--- src/rtl/prog_pkg.sv ---
// Shared definitions for the accumulator CPU boot/run sequencer: state codes,
// host command encodings and the default RAM geometry.
package prog_pkg;

  localparam int ADDR_W_DEF = 5;
  localparam int DATA_W_DEF = 8;

  typedef enum logic [2:0] {
    ST_IDLE    = 3'd0,
    ST_CLEAR   = 3'd1,
    ST_ARM     = 3'd2,
    ST_RUN     = 3'd3,
    ST_DONE    = 3'd4,
    ST_TIMEOUT = 3'd5
  } state_t;

  localparam logic [1:0] CMD_NOP   = 2'b00;
  localparam logic [1:0] CMD_CLEAR = 2'b01;
  localparam logic [1:0] CMD_RUN   = 2'b10;
  localparam logic [1:0] CMD_ABORT = 2'b11;

  // The CPU drives the RAM only while it is running or sitting halted.
  function automatic logic cpu_owns_ram(input state_t s);
    return (s == ST_RUN) || (s == ST_DONE);
  endfunction

endpackage

--- src/rtl/prog_run_ctrl_if.sv ---
// Host, command, CPU-side and RAM-side signals of the boot/run sequencer.
interface prog_run_ctrl_if
  import prog_pkg::*;
#(
  parameter int ADDR_W = ADDR_W_DEF,
  parameter int DATA_W = DATA_W_DEF,
  parameter int CNT_W  = 16
);
  logic              host_valid;
  logic              host_ready;
  logic [ADDR_W-1:0] host_addr;
  logic [DATA_W-1:0] host_data;
  logic              cmd_valid;
  logic [1:0]        cmd;
  logic              cpu_halt;
  logic [ADDR_W-1:0] cpu_mem_addr;
  logic [DATA_W-1:0] cpu_mem_data;
  logic              cpu_mem_wr;
  logic [ADDR_W-1:0] mem_addr;
  logic [DATA_W-1:0] mem_data;
  logic              mem_wr;
  logic              cpu_reset_n;
  logic              busy;
  logic [2:0]        status;
  logic [CNT_W-1:0]  cycle_count;

  modport master (
    output host_valid, host_addr, host_data, cmd_valid, cmd,
           cpu_halt, cpu_mem_addr, cpu_mem_data, cpu_mem_wr,
    input  host_ready, mem_addr, mem_data, mem_wr,
           cpu_reset_n, busy, status, cycle_count
  );

  modport slave (
    input  host_valid, host_addr, host_data, cmd_valid, cmd,
           cpu_halt, cpu_mem_addr, cpu_mem_data, cpu_mem_wr,
    output host_ready, mem_addr, mem_data, mem_wr,
           cpu_reset_n, busy, status, cycle_count
  );
endinterface

--- src/rtl/prog_run_ctrl_mem_owner_mux.sv ---
// Program RAM port selection: the CPU owns the port in RUN/DONE, the loader
// registers own it everywhere else. Purely combinational so the handover
// happens in the same cycle as the state change.
module mem_owner_mux
  import prog_pkg::*;
#(
  parameter int ADDR_W = ADDR_W_DEF,
  parameter int DATA_W = DATA_W_DEF
) (
  input  state_t            state,
  input  logic              ld_wr,
  input  logic [ADDR_W-1:0] ld_addr,
  input  logic [DATA_W-1:0] ld_data,
  input  logic              cpu_wr,
  input  logic [ADDR_W-1:0] cpu_addr,
  input  logic [DATA_W-1:0] cpu_data,
  output logic              mem_wr,
  output logic [ADDR_W-1:0] mem_addr,
  output logic [DATA_W-1:0] mem_data
);

  // Select the RAM source from the current owner.
  always_comb begin
    if (cpu_owns_ram(state)) begin
      mem_wr   = cpu_wr;
      mem_addr = cpu_addr;
      mem_data = cpu_data;
    end else begin
      mem_wr   = ld_wr;
      mem_addr = ld_addr;
      mem_data = ld_data;
    end
  end

endmodule

--- src/rtl/prog_run_ctrl.sv ---
// Boot and run sequencer for the accumulator CPU: host loading and clearing
// of program RAM with the CPU held in reset, run hand-off, halt detection and
// a cycle-budget watchdog.
module prog_run_ctrl
  import prog_pkg::*;
#(
  parameter int               ADDR_W     = ADDR_W_DEF,
  parameter int               DATA_W     = DATA_W_DEF,
  parameter int               CNT_W      = 16,
  parameter logic [CNT_W-1:0] MAX_CYCLES = {CNT_W{1'b1}}
) (
  input logic            clk,
  input logic            rst,
  prog_run_ctrl_if.slave bus
);

  // Last address of the sweep plus one; the sweep ends when it is reached.
  localparam logic [ADDR_W:0]  SWEEP_END = {1'b1, {ADDR_W{1'b0}}};
  // Count value seen in the final RUN cycle the budget allows.
  localparam logic [CNT_W-1:0] LAST_CYC  = MAX_CYCLES - 1'b1;

  state_t            state;
  logic              cpu_reset_n_q;
  logic [CNT_W-1:0]  cycle_cnt;
  logic              ld_wr;
  logic [ADDR_W-1:0] ld_addr;
  logic [DATA_W-1:0] ld_data;
  logic [ADDR_W:0]   clr_next;

  logic              host_ready;
  logic              hs;
  logic              cmd_clear;
  logic              cmd_run;
  logic              cmd_abort;
  logic              mux_wr;
  logic [ADDR_W-1:0] mux_addr;
  logic [DATA_W-1:0] mux_data;

  assign host_ready = (state == ST_IDLE) && !rst;
  assign hs         = bus.host_valid && host_ready;
  assign cmd_clear  = bus.cmd_valid && (bus.cmd == CMD_CLEAR);
  assign cmd_run    = bus.cmd_valid && (bus.cmd == CMD_RUN);
  assign cmd_abort  = bus.cmd_valid && (bus.cmd == CMD_ABORT);

  // Sequencer state, loader write registers, CPU reset and cycle counter.
  always_ff @(posedge clk) begin
    if (rst) begin
      state         <= ST_IDLE;
      cpu_reset_n_q <= 1'b0;
      cycle_cnt     <= '0;
      ld_wr         <= 1'b0;
      ld_addr       <= '0;
      ld_data       <= '0;
      clr_next      <= '0;
    end else begin
      ld_wr <= 1'b0;
      case (state)
        ST_IDLE, ST_DONE, ST_TIMEOUT: begin
          // Host writes only arrive in IDLE (ready is low elsewhere).
          if (hs) begin
            ld_wr   <= 1'b1;
            ld_addr <= bus.host_addr;
            ld_data <= bus.host_data;
          end
          if (cmd_clear) begin
            state         <= ST_CLEAR;
            cpu_reset_n_q <= 1'b0;
            if (hs) begin
              // The host write takes the first CLEAR cycle; sweep follows.
              clr_next <= '0;
            end else begin
              ld_wr    <= 1'b1;
              ld_addr  <= '0;
              ld_data  <= '0;
              clr_next <= {{ADDR_W{1'b0}}, 1'b1};
            end
          end else if (cmd_run) begin
            state         <= ST_ARM;
            cpu_reset_n_q <= 1'b0;
            cycle_cnt     <= '0;
          end else if (cmd_abort) begin
            state         <= ST_IDLE;
            cpu_reset_n_q <= 1'b0;
          end
        end
        ST_CLEAR: begin
          if (cmd_abort || (clr_next == SWEEP_END)) begin
            state <= ST_IDLE;
          end else begin
            ld_wr    <= 1'b1;
            ld_addr  <= clr_next[ADDR_W-1:0];
            ld_data  <= '0;
            clr_next <= clr_next + 1'b1;
          end
        end
        ST_ARM: begin
          state         <= ST_RUN;
          cpu_reset_n_q <= 1'b1;
        end
        ST_RUN: begin
          // The current cycle counts even when it is the one that ends the run.
          cycle_cnt <= cycle_cnt + 1'b1;
          if (cmd_abort) begin
            state         <= ST_IDLE;
            cpu_reset_n_q <= 1'b0;
          end else if (bus.cpu_halt) begin
            state <= ST_DONE;
          end else if (cycle_cnt == LAST_CYC) begin
            state         <= ST_TIMEOUT;
            cpu_reset_n_q <= 1'b0;
          end
        end
        default: begin
          state         <= ST_IDLE;
          cpu_reset_n_q <= 1'b0;
        end
      endcase
    end
  end

  mem_owner_mux #(
    .ADDR_W (ADDR_W),
    .DATA_W (DATA_W)
  ) u_mem_owner_mux (
    .state    (state),
    .ld_wr    (ld_wr),
    .ld_addr  (ld_addr),
    .ld_data  (ld_data),
    .cpu_wr   (bus.cpu_mem_wr),
    .cpu_addr (bus.cpu_mem_addr),
    .cpu_data (bus.cpu_mem_data),
    .mem_wr   (mux_wr),
    .mem_addr (mux_addr),
    .mem_data (mux_data)
  );

  assign bus.host_ready  = host_ready;
  assign bus.mem_wr      = mux_wr;
  assign bus.mem_addr    = mux_addr;
  assign bus.mem_data    = mux_data;
  assign bus.cpu_reset_n = cpu_reset_n_q;
  assign bus.busy        = (state == ST_CLEAR) || (state == ST_ARM) || (state == ST_RUN);
  assign bus.status      = state;
  assign bus.cycle_count = cycle_cnt;

endmodule

--- src/flat_wrapper.sv ---
// flat-port wrapper written by rule: the top's interface ports become plain ports
module prog_run_ctrl_flat import prog_pkg::*;
#(
  parameter int               ADDR_W     = ADDR_W_DEF,
  parameter int               DATA_W     = DATA_W_DEF,
  parameter int               CNT_W      = 16,
  parameter logic [CNT_W-1:0] MAX_CYCLES = {CNT_W{1'b1}}
)
  (clk, rst, bus_host_valid, bus_host_addr, bus_host_data, bus_cmd_valid, bus_cmd, bus_cpu_halt, bus_cpu_mem_addr, bus_cpu_mem_data, bus_cpu_mem_wr, bus_host_ready, bus_mem_addr, bus_mem_data, bus_mem_wr, bus_cpu_reset_n, bus_busy, bus_status, bus_cycle_count);
  prog_run_ctrl_if #(.ADDR_W(ADDR_W), .DATA_W(DATA_W), .CNT_W(CNT_W)) bus_i ();
  input logic clk;
  input logic rst;
  input wire logic [$bits(bus_i.host_valid)-1:0] bus_host_valid;
  input wire logic [$bits(bus_i.host_addr)-1:0] bus_host_addr;
  input wire logic [$bits(bus_i.host_data)-1:0] bus_host_data;
  input wire logic [$bits(bus_i.cmd_valid)-1:0] bus_cmd_valid;
  input wire logic [$bits(bus_i.cmd)-1:0] bus_cmd;
  input wire logic [$bits(bus_i.cpu_halt)-1:0] bus_cpu_halt;
  input wire logic [$bits(bus_i.cpu_mem_addr)-1:0] bus_cpu_mem_addr;
  input wire logic [$bits(bus_i.cpu_mem_data)-1:0] bus_cpu_mem_data;
  input wire logic [$bits(bus_i.cpu_mem_wr)-1:0] bus_cpu_mem_wr;
  output wire logic [$bits(bus_i.host_ready)-1:0] bus_host_ready;
  output wire logic [$bits(bus_i.mem_addr)-1:0] bus_mem_addr;
  output wire logic [$bits(bus_i.mem_data)-1:0] bus_mem_data;
  output wire logic [$bits(bus_i.mem_wr)-1:0] bus_mem_wr;
  output wire logic [$bits(bus_i.cpu_reset_n)-1:0] bus_cpu_reset_n;
  output wire logic [$bits(bus_i.busy)-1:0] bus_busy;
  output wire logic [$bits(bus_i.status)-1:0] bus_status;
  output wire logic [$bits(bus_i.cycle_count)-1:0] bus_cycle_count;
  assign bus_i.host_valid = bus_host_valid;
  assign bus_i.host_addr = bus_host_addr;
  assign bus_i.host_data = bus_host_data;
  assign bus_i.cmd_valid = bus_cmd_valid;
  assign bus_i.cmd = bus_cmd;
  assign bus_i.cpu_halt = bus_cpu_halt;
  assign bus_i.cpu_mem_addr = bus_cpu_mem_addr;
  assign bus_i.cpu_mem_data = bus_cpu_mem_data;
  assign bus_i.cpu_mem_wr = bus_cpu_mem_wr;
  assign bus_host_ready = bus_i.host_ready;
  assign bus_mem_addr = bus_i.mem_addr;
  assign bus_mem_data = bus_i.mem_data;
  assign bus_mem_wr = bus_i.mem_wr;
  assign bus_cpu_reset_n = bus_i.cpu_reset_n;
  assign bus_busy = bus_i.busy;
  assign bus_status = bus_i.status;
  assign bus_cycle_count = bus_i.cycle_count;
  prog_run_ctrl #(.ADDR_W(ADDR_W), .DATA_W(DATA_W), .CNT_W(CNT_W), .MAX_CYCLES(MAX_CYCLES)) u_core (.clk(clk), .rst(rst), .bus(bus_i));
endmodule
--- config.mk ---
export PLATFORM = sky130hd
export DESIGN_NAME = prog_run_ctrl_flat
export DESIGN_NICKNAME = d
export VERILOG_FILES = /design/src/rtl/prog_pkg.sv /design/src/rtl/prog_run_ctrl_if.sv /design/src/rtl/prog_run_ctrl_mem_owner_mux.sv /design/src/rtl/prog_run_ctrl.sv /design/src/flat_wrapper.sv
export SDC_FILE = /design/constraint.sdc
export NUM_CORES = 1
export LEC_CHECK = 0
export CORE_MARGIN = 3
export CORE_UTILIZATION = 50
export CTS_CLUSTER_DIAMETER = 80
export DETAILED_ROUTE_END_ITERATION = 6
export HOLD_SLACK_MARGIN = 0.03
export PLACE_DENSITY = 0.95
export SLEW_MARGIN = 15
export SYNTH_ARGS = -nofsm -noshare
export SYNTH_HDL_FRONTEND = slang
export SYNTH_SLANG_ARGS = --single-unit
--- constraint.sdc ---
create_clock -name clk -period 4.9 [get_ports clk]
set_input_delay 0.98 -clock clk [delete_from_list [all_inputs] [get_ports clk]]
set_output_delay 0.98 -clock clk [all_outputs]
set_load 0.05 [all_outputs]
==> impl_metrics.yaml, run 1 <==
outcome:
  status: "completed"
logic_synthesis:
  synth_top_area_share: 0.3641
  syn_inst: 243
  async_flop_share: 0
  avgSynthCellArea_sq_um: 9.052
  yosys-top-cells-area: "dfxtp_1 (36%), mux2_2 (7.2%), nor2_1 (5.8%)"
  synthFlopType: "dfxtp_1"
  syn_area_sq_um: 2200
  synth.distinct_cells: 51
  yosys_register_bits: 40
  ys_seq_area_frac: 0.3641
  synth-edff-count: 0
  yosysWarnings: 0
  syn_nets: 281
  yosysTopAreaCell: "dfxtp_1"
finish:
  syn_to_final_growth_pct: 36.80
  ff_latch_area_sq_um: 800.8
  post-route-util: 0.7312
  antenna_cells: 0
  fin_nets: 347
  drive_gt1_frac: 0.1129
  multiInputGateArea_sq_um: 1316
  fin_cells: 360
  fillers: 284
  final_area_sq_um: 3009
sta:
  slew_headroom: 0.3331
  finalHoldViolations: 0
  fin_ws_ns: 0.7789
  whs_ns: 0.4788
  fin_skew_ns: 0.007777
  min_period_ns: 4.121
  fmax_mhz: 242.7
  rsz0062_at_grt: "false"
  tns_ns: 0
  worst_pin_slew_ns: 0.9944
  post-route-period-util: 0.8410
  finalSetupViolations: 0
  drv_slew: 0
clock_tree:
  worst_skew_pair.late_latency_ns: 0.29
  clockBufferDepth: 2
  path_clk_slew_ns: 0.07
  postCtsSetupBuffers: 0
  htree_num_levels: 2
  cts_resized: 0
  cts_tree: "done"
  clock-sinks: 40
  clockRootBuffer: "clkbuf_8"
  cts_buffers: 5
  cts_hold_buffers: 0
placed_design:
  post-place-cells: 352
  dp_slack_ns: 1.144
  place_area_sq_um: 2919
  port_buffers: 69
  dpl.hpwl_mm: 4.512
  place.gp.congestion: 0.9209
job:
  max-cap-violations: 0
pwr:
  p_per_area_nw_per_um2: 252.1
  p_leak_nw: 1.077
  p_clk_frac: 0.294
  power.total_mw: 0.7585
  pwr-share-comb: 0.247
  ir_worst_vdd_uv: 175.3
  p_sw_mw: 0.2280
  switching_share: 0.3005
  p_seq_frac: 0.459
  internal_power_mw: 0.5305
floorplan:
  io-pin-count: 70
  core_sq_um: 4115
  die_w_um: 72.33
  design.die.area_sq_um: 5231
  die_y_um: 72.33
  rows: 23
  start_util: 0.5345
setup_path:
  end_kind: "primary output"
  critPathRequiredTime_ns: 3.92
  critPathMaxFanout: 18
  cp.arrival_ns: 3.14
  cp-start-kind: "register"
  criticalPathCategory: "register to primary output"
detailed_routing:
  num_vias: 2117
  first_pass_iters: 4
  ant_nets: 0
  drt_iter0_markers: 106
  vias_per_cell: 5.881
  wire_per_inst_um: 17.23
  drt_wl_total_mm: 6.203
  drcViolationCount: 0
hold_path:
  min_path_type: "register to register"
global_route:
  first_global_vias: 2140
  antenna_found_initial: 0
  grt_max_degree: 19
  overflow: 0
  grt_pass1_wl_mm: 10.05
  grt_usage: 0.2432
-- power groups by stage --
stage,registers (mW),logic [mW],clock network [mW]
6_report,0.348,0.187,0.223
3_5_place_dp,0.355,0.186,0
4_1_cts,0.348,0.187,0.226
5_1_grt,0.350,0.198,0.237
3_3_place_gp,0.354,0.181,0
2_1_floorplan,0.354,0.116,0
-- state kept, by name (all words and copies together) (netlist names) --
signal	count
u_core.clr_next	6
u_core.bus.status	3
u_core.bus.cycle_count	16
u_core.ld_addr	5
u_core.ld_data	8
u_core.bus.cpu_reset_n	1
u_core.ld_wr	1
-- cells in the final DEF, fill, tap and decap left out, drive strengths merged, types with 2 or more instances in the layout --
| cell type | count |
|---|---|
| a2111oi | 2 |
| a21o | 3 |
| a21oi | 11 |
| a22o | 8 |
| a22oi | 5 |
| a31oi | 3 |
| and2 | 2 |
| and3 | 3 |
| and4 | 2 |
| buf | 3 |
| clkbuf | 8 |
| clkdlybuf4s50 | 69 |
| dfxtp | 40 |
| ha | 4 |
| inv | 7 |
| mux2 | 14 |
| mux2i | 2 |
| nand2 | 10 |
| nand2b | 2 |
| nand3 | 8 |
| nand3b | 2 |
| nor2 | 35 |
| nor2b | 2 |
| nor3 | 7 |
| nor4 | 3 |
| o2111ai | 6 |
| o211ai | 4 |
| o21ai | 6 |
| o221a | 2 |
| o2bb2ai | 4 |
| o31ai | 3 |
| xnor2 | 6 |
| xor2 | 11 |
-- worst max-delay path, cell delays in order (launching register included) --
cell	delay [ns]
dfxtp_1	0.73
inv_1	0.26
nor2_2	0.51
a21oi_1	0.08
buf_4	0.22
mux2_2	0.24
clkdlybuf4s50_1	0.81
-- metal layers --
layer  up-vias  share of wire  GRT usage
met4         0          0.032     0.1044
met1       987           0.40     0.2814
met5         -              0          0
li1       1034              -          -
met2        76           0.52     0.4317
met3        20          0.054    0.04848
-- cell type report --
type,instances,share of cell area
clock buffer,8,0.02994
timing repair buffer,72,0.2370
multi-input combinational,183,0.4374
tap,50,0.02079
inverter,7,0.008732
sequential,40,0.2661
-- final timing paths --
kind | start | to | slack (ns) | cells past startpoint
worst min register to register | u_core.ld_addr[0]$_SDFFE_PP0P_ | u_core.ld_addr[0]$_SDFFE_PP0P_ | 0.48 | 1
worst max register to register | u_core.bus.status[0]$_SDFFE_PP0P_ | u_core.ld_data[3]$_SDFFE_PP0P_ | 2.36 | 4
worst max-delay path | u_core.bus.status[1]$_SDFFE_PP0P_ | bus_mem_addr[0] | 0.78 | 6
worst min-delay path | u_core.ld_addr[0]$_SDFFE_PP0P_ | u_core.ld_addr[0]$_SDFFE_PP0P_ | 0.48 | 1
-- cell families (layout without fill, tap and decap cells) --
group / after synthesis / after routing / synth area share
flops: 40 / 40 / 0.3641
buf+inv: 20 / 87 / 0.04039
fa+ha+maj: 5 / 5 / 0.02730
xor+xnor: 17 / 17 / 0.06769
simple gates: 83 / 83 / 0.1923
mux: 16 / 16 / 0.08077
compound gates: 62 / 62 / 0.2275
-- synth_stat cells, drive strengths merged (3+ instances only) --
cell type / number
ha: 4
nor2: 35
a21o: 3
o211ai: 4
o31ai: 3
a21oi: 11
dfxtp: 40
mux2: 14
nand2: 10
o21ai: 6
xor2: 11
and3: 3
inv: 7
nor4: 3
o2111ai: 6
clkbuf: 5
o2bb2ai: 4
buf: 8
xnor2: 6
a31oi: 3
nor3: 7
a22o: 8
nand3: 8
a22oi: 5
(Power assumes the default switching activity.)
==> run 2, diff against run 1 <==
--- a/config.mk
+++ b/config.mk
@@ -6,11 +6,11 @@
 export NUM_CORES = 1
 export LEC_CHECK = 0
 export CORE_MARGIN = 3
-export CORE_UTILIZATION = 50
+export CORE_UTILIZATION = 42
 export CTS_CLUSTER_DIAMETER = 80
 export DETAILED_ROUTE_END_ITERATION = 6
 export HOLD_SLACK_MARGIN = 0.03
-export PLACE_DENSITY = 0.95
+export PLACE_DENSITY = 0.88
 export SLEW_MARGIN = 15
 export SYNTH_ARGS = -nofsm -noshare
 export SYNTH_HDL_FRONTEND = slang
==> constraint.sdc (replaced) <==
create_clock -name clk -period 3.5 [get_ports clk]
set_input_delay 0.7 -clock clk [delete_from_list [all_inputs] [get_ports clk]]
set_output_delay 0.7 -clock clk [all_outputs]
set_load 0.05 [all_outputs]
==> run 2 against run 1 <==
Largest cell class unchanged. Setup slack worse by 0.42 ns. Highest routed layer unchanged. Critical path depth up 1. Utilization is 9.1 points lower. Hold slack lost 0.0011 ns. Register-to-register slack worse by 1.4 ns. Via count about the same.
==> impl_metrics.yaml, run 2 (synthesis results as in run 1) <==
detailed_routing:
  wire_per_inst_um: 15.85
  num_vias: 2119
  first_pass_iters: 4
  vias_per_cell: 5.591
  drcViolationCount: 0
  drt_wl_total_mm: 6.009
  ant_nets: 0
  drt_iter0_markers: 124
clock_tree:
  cts_buffers: 5
  clockBufferDepth: 2
  htree_num_levels: 2
  clock-sinks: 40
  worst_skew_pair.late_latency_ns: 0.30
  path_clk_slew_ns: 0.08
  cts_tree: "done"
  postCtsSetupBuffers: 0
  cts_hold_buffers: 0
  cts_resized: 0
  clockRootBuffer: "clkbuf_8"
floorplan:
  start_util: 0.4508
  core_sq_um: 4880
  die_y_um: 78.37
  io-pin-count: 70
  design.die.area_sq_um: 6142
  die_w_um: 78.37
  rows: 25
finish:
  post-route-util: 0.6397
  multiInputGateArea_sq_um: 1316
  final_common_cell: "clkdlybuf4s50_1"
  drive_gt1_frac: 0.1731
  fillers: 427
  final_area_sq_um: 3122
  antenna_cells: 0
  ff_latch_area_sq_um: 800.8
  fin_nets: 349
  largest_reg_flops: 16
  final_cell_mix: "clkdlybuf4s50_1 (54), dfxtp_1 (40), nor2_1 (34), mux2_2 (14), buf_4 (13)"
  fin_cells: 379
  syn_to_final_growth_pct: 41.92
setup_path:
  timing.rr.start: "u_core.bus.status[0]$_SDFFE_PP0P_"
  cp.arrival_ns: 2.44
  ff2ff_setup_slack_ns: 0.97
  criticalPathCategory: "register to primary output"
  ff2ff_path_depth: 4
  reg2reg_to: "u_core.ld_data[5]$_SDFFE_PP0P_"
  end_kind: "primary output"
  critPathRequiredTime_ns: 2.80
  cp-start-kind: "register"
  critPathMaxFanout: 15
global_route:
  first_global_vias: 2131
  grt_max_degree: 18
  antenna_found_initial: 0
  grt_usage: 0.2077
  grt_pass1_wl_mm: 10.27
  overflow: 0
hold_path:
  whs_path_depth: 1
  hold_end: "u_core.ld_data[5]$_SDFFE_PP0P_"
  worst_hold_startpoint: "u_core.ld_data[5]$_SDFFE_PP0P_"
  min_path_type: "register to register"
pwr:
  p_leak_nw: 1.149
  power.total_mw: 1.152
  p_per_area_nw_per_um2: 369.0
  ir_worst_vdd_uv: 254.1
placed_design:
  dp_slack_ns: 0.5982
  place_area_sq_um: 3005
  port_buffers: 69
  dpl.hpwl_mm: 4.505
  post-place-cells: 371
  place.gp.congestion: 0.8336
sta:
  drv_slew: 0
  finalSetupViolations: 0
  tns_ns: 0
  min_period_ns: 3.137
  worst_pin_slew_ns: 0.9210
  fin_skew_ns: 0.006209
  slew_headroom: 0.3823
  whs_ns: 0.4778
  finalHoldViolations: 0
  post-route-period-util: 0.8964
  fin_ws_ns: 0.3627
  rsz0062_at_grt: "false"
  fmax_mhz: 318.7
job:
  max-cap-violations: 0
outcome:
  status: "completed"
-- run 2: report_power, final --
part / switching, mW / total (mW) / internal (mW)
sequential: 0.0160 / 0.486 / 0.470
clock: 0.168 / 0.383 / 0.215
combinational: 0.155 / 0.283 / 0.127
-- run 2: per-layer routing --
metal,wire length [um],global-route usage,up-vias
li1,-,-,1032
met2,2927,0.3459,87
met4,80,0.06119,0
met3,418,0.05734,7
met1,2582,0.2621,993
met5,0,0,-
-- run 2: how the worst max path moves through the flow --
stage	slack, ns	cells after the start	start	to
after global placement	0.75	5	rst	u_core.ld_data[7]$_SDFFE_PP0P_
after global routing	0.20	7	u_core.bus.status[2]$_SDFFE_PP0P_	bus_mem_data[1]
after CTS	0.35	7	u_core.bus.status[2]$_SDFFE_PP0P_	bus_mem_addr[4]
final	0.36	7	u_core.bus.status[2]$_SDFFE_PP0P_	bus_mem_data[6]
after floorplan	0.40	3	u_core.bus.status[1]$_SDFFE_PP0P_	bus_host_ready
after detailed placement	0.60	6	bus_cmd_valid	u_core.ld_data[0]$_SDFFE_PP0P_
-- run 2: worst max-delay path, cell delays in order (launching register included) --
cell	delay, ns
dfxtp_1	0.66
nand2b_1	0.32
nor2_2	0.04
buf_4	0.18
a21oi_1	0.13
buf_4	0.24
mux2_2	0.37
buf_4	0.19
-- run 2: final cells by class --
cell class              count  share of cell area
multi-input cells         183              0.4216
flip-flops and latches     40              0.2565
repair buffers             74              0.2493
well taps                  67             0.02685
clock buffers               5             0.02204
clock inverters             3             0.01523
inverters                   7            0.008417
==> run 3, diff against run 2 <==
--- a/config.mk
+++ b/config.mk
@@ -15,3 +15,4 @@
 export SYNTH_ARGS = -nofsm -noshare
 export SYNTH_HDL_FRONTEND = slang
 export SYNTH_SLANG_ARGS = --single-unit
+export TNS_END_PERCENT = 10
==> results of run 3 <==
Same layout as run 2: the final DEF is identical, and so are final timing and power.
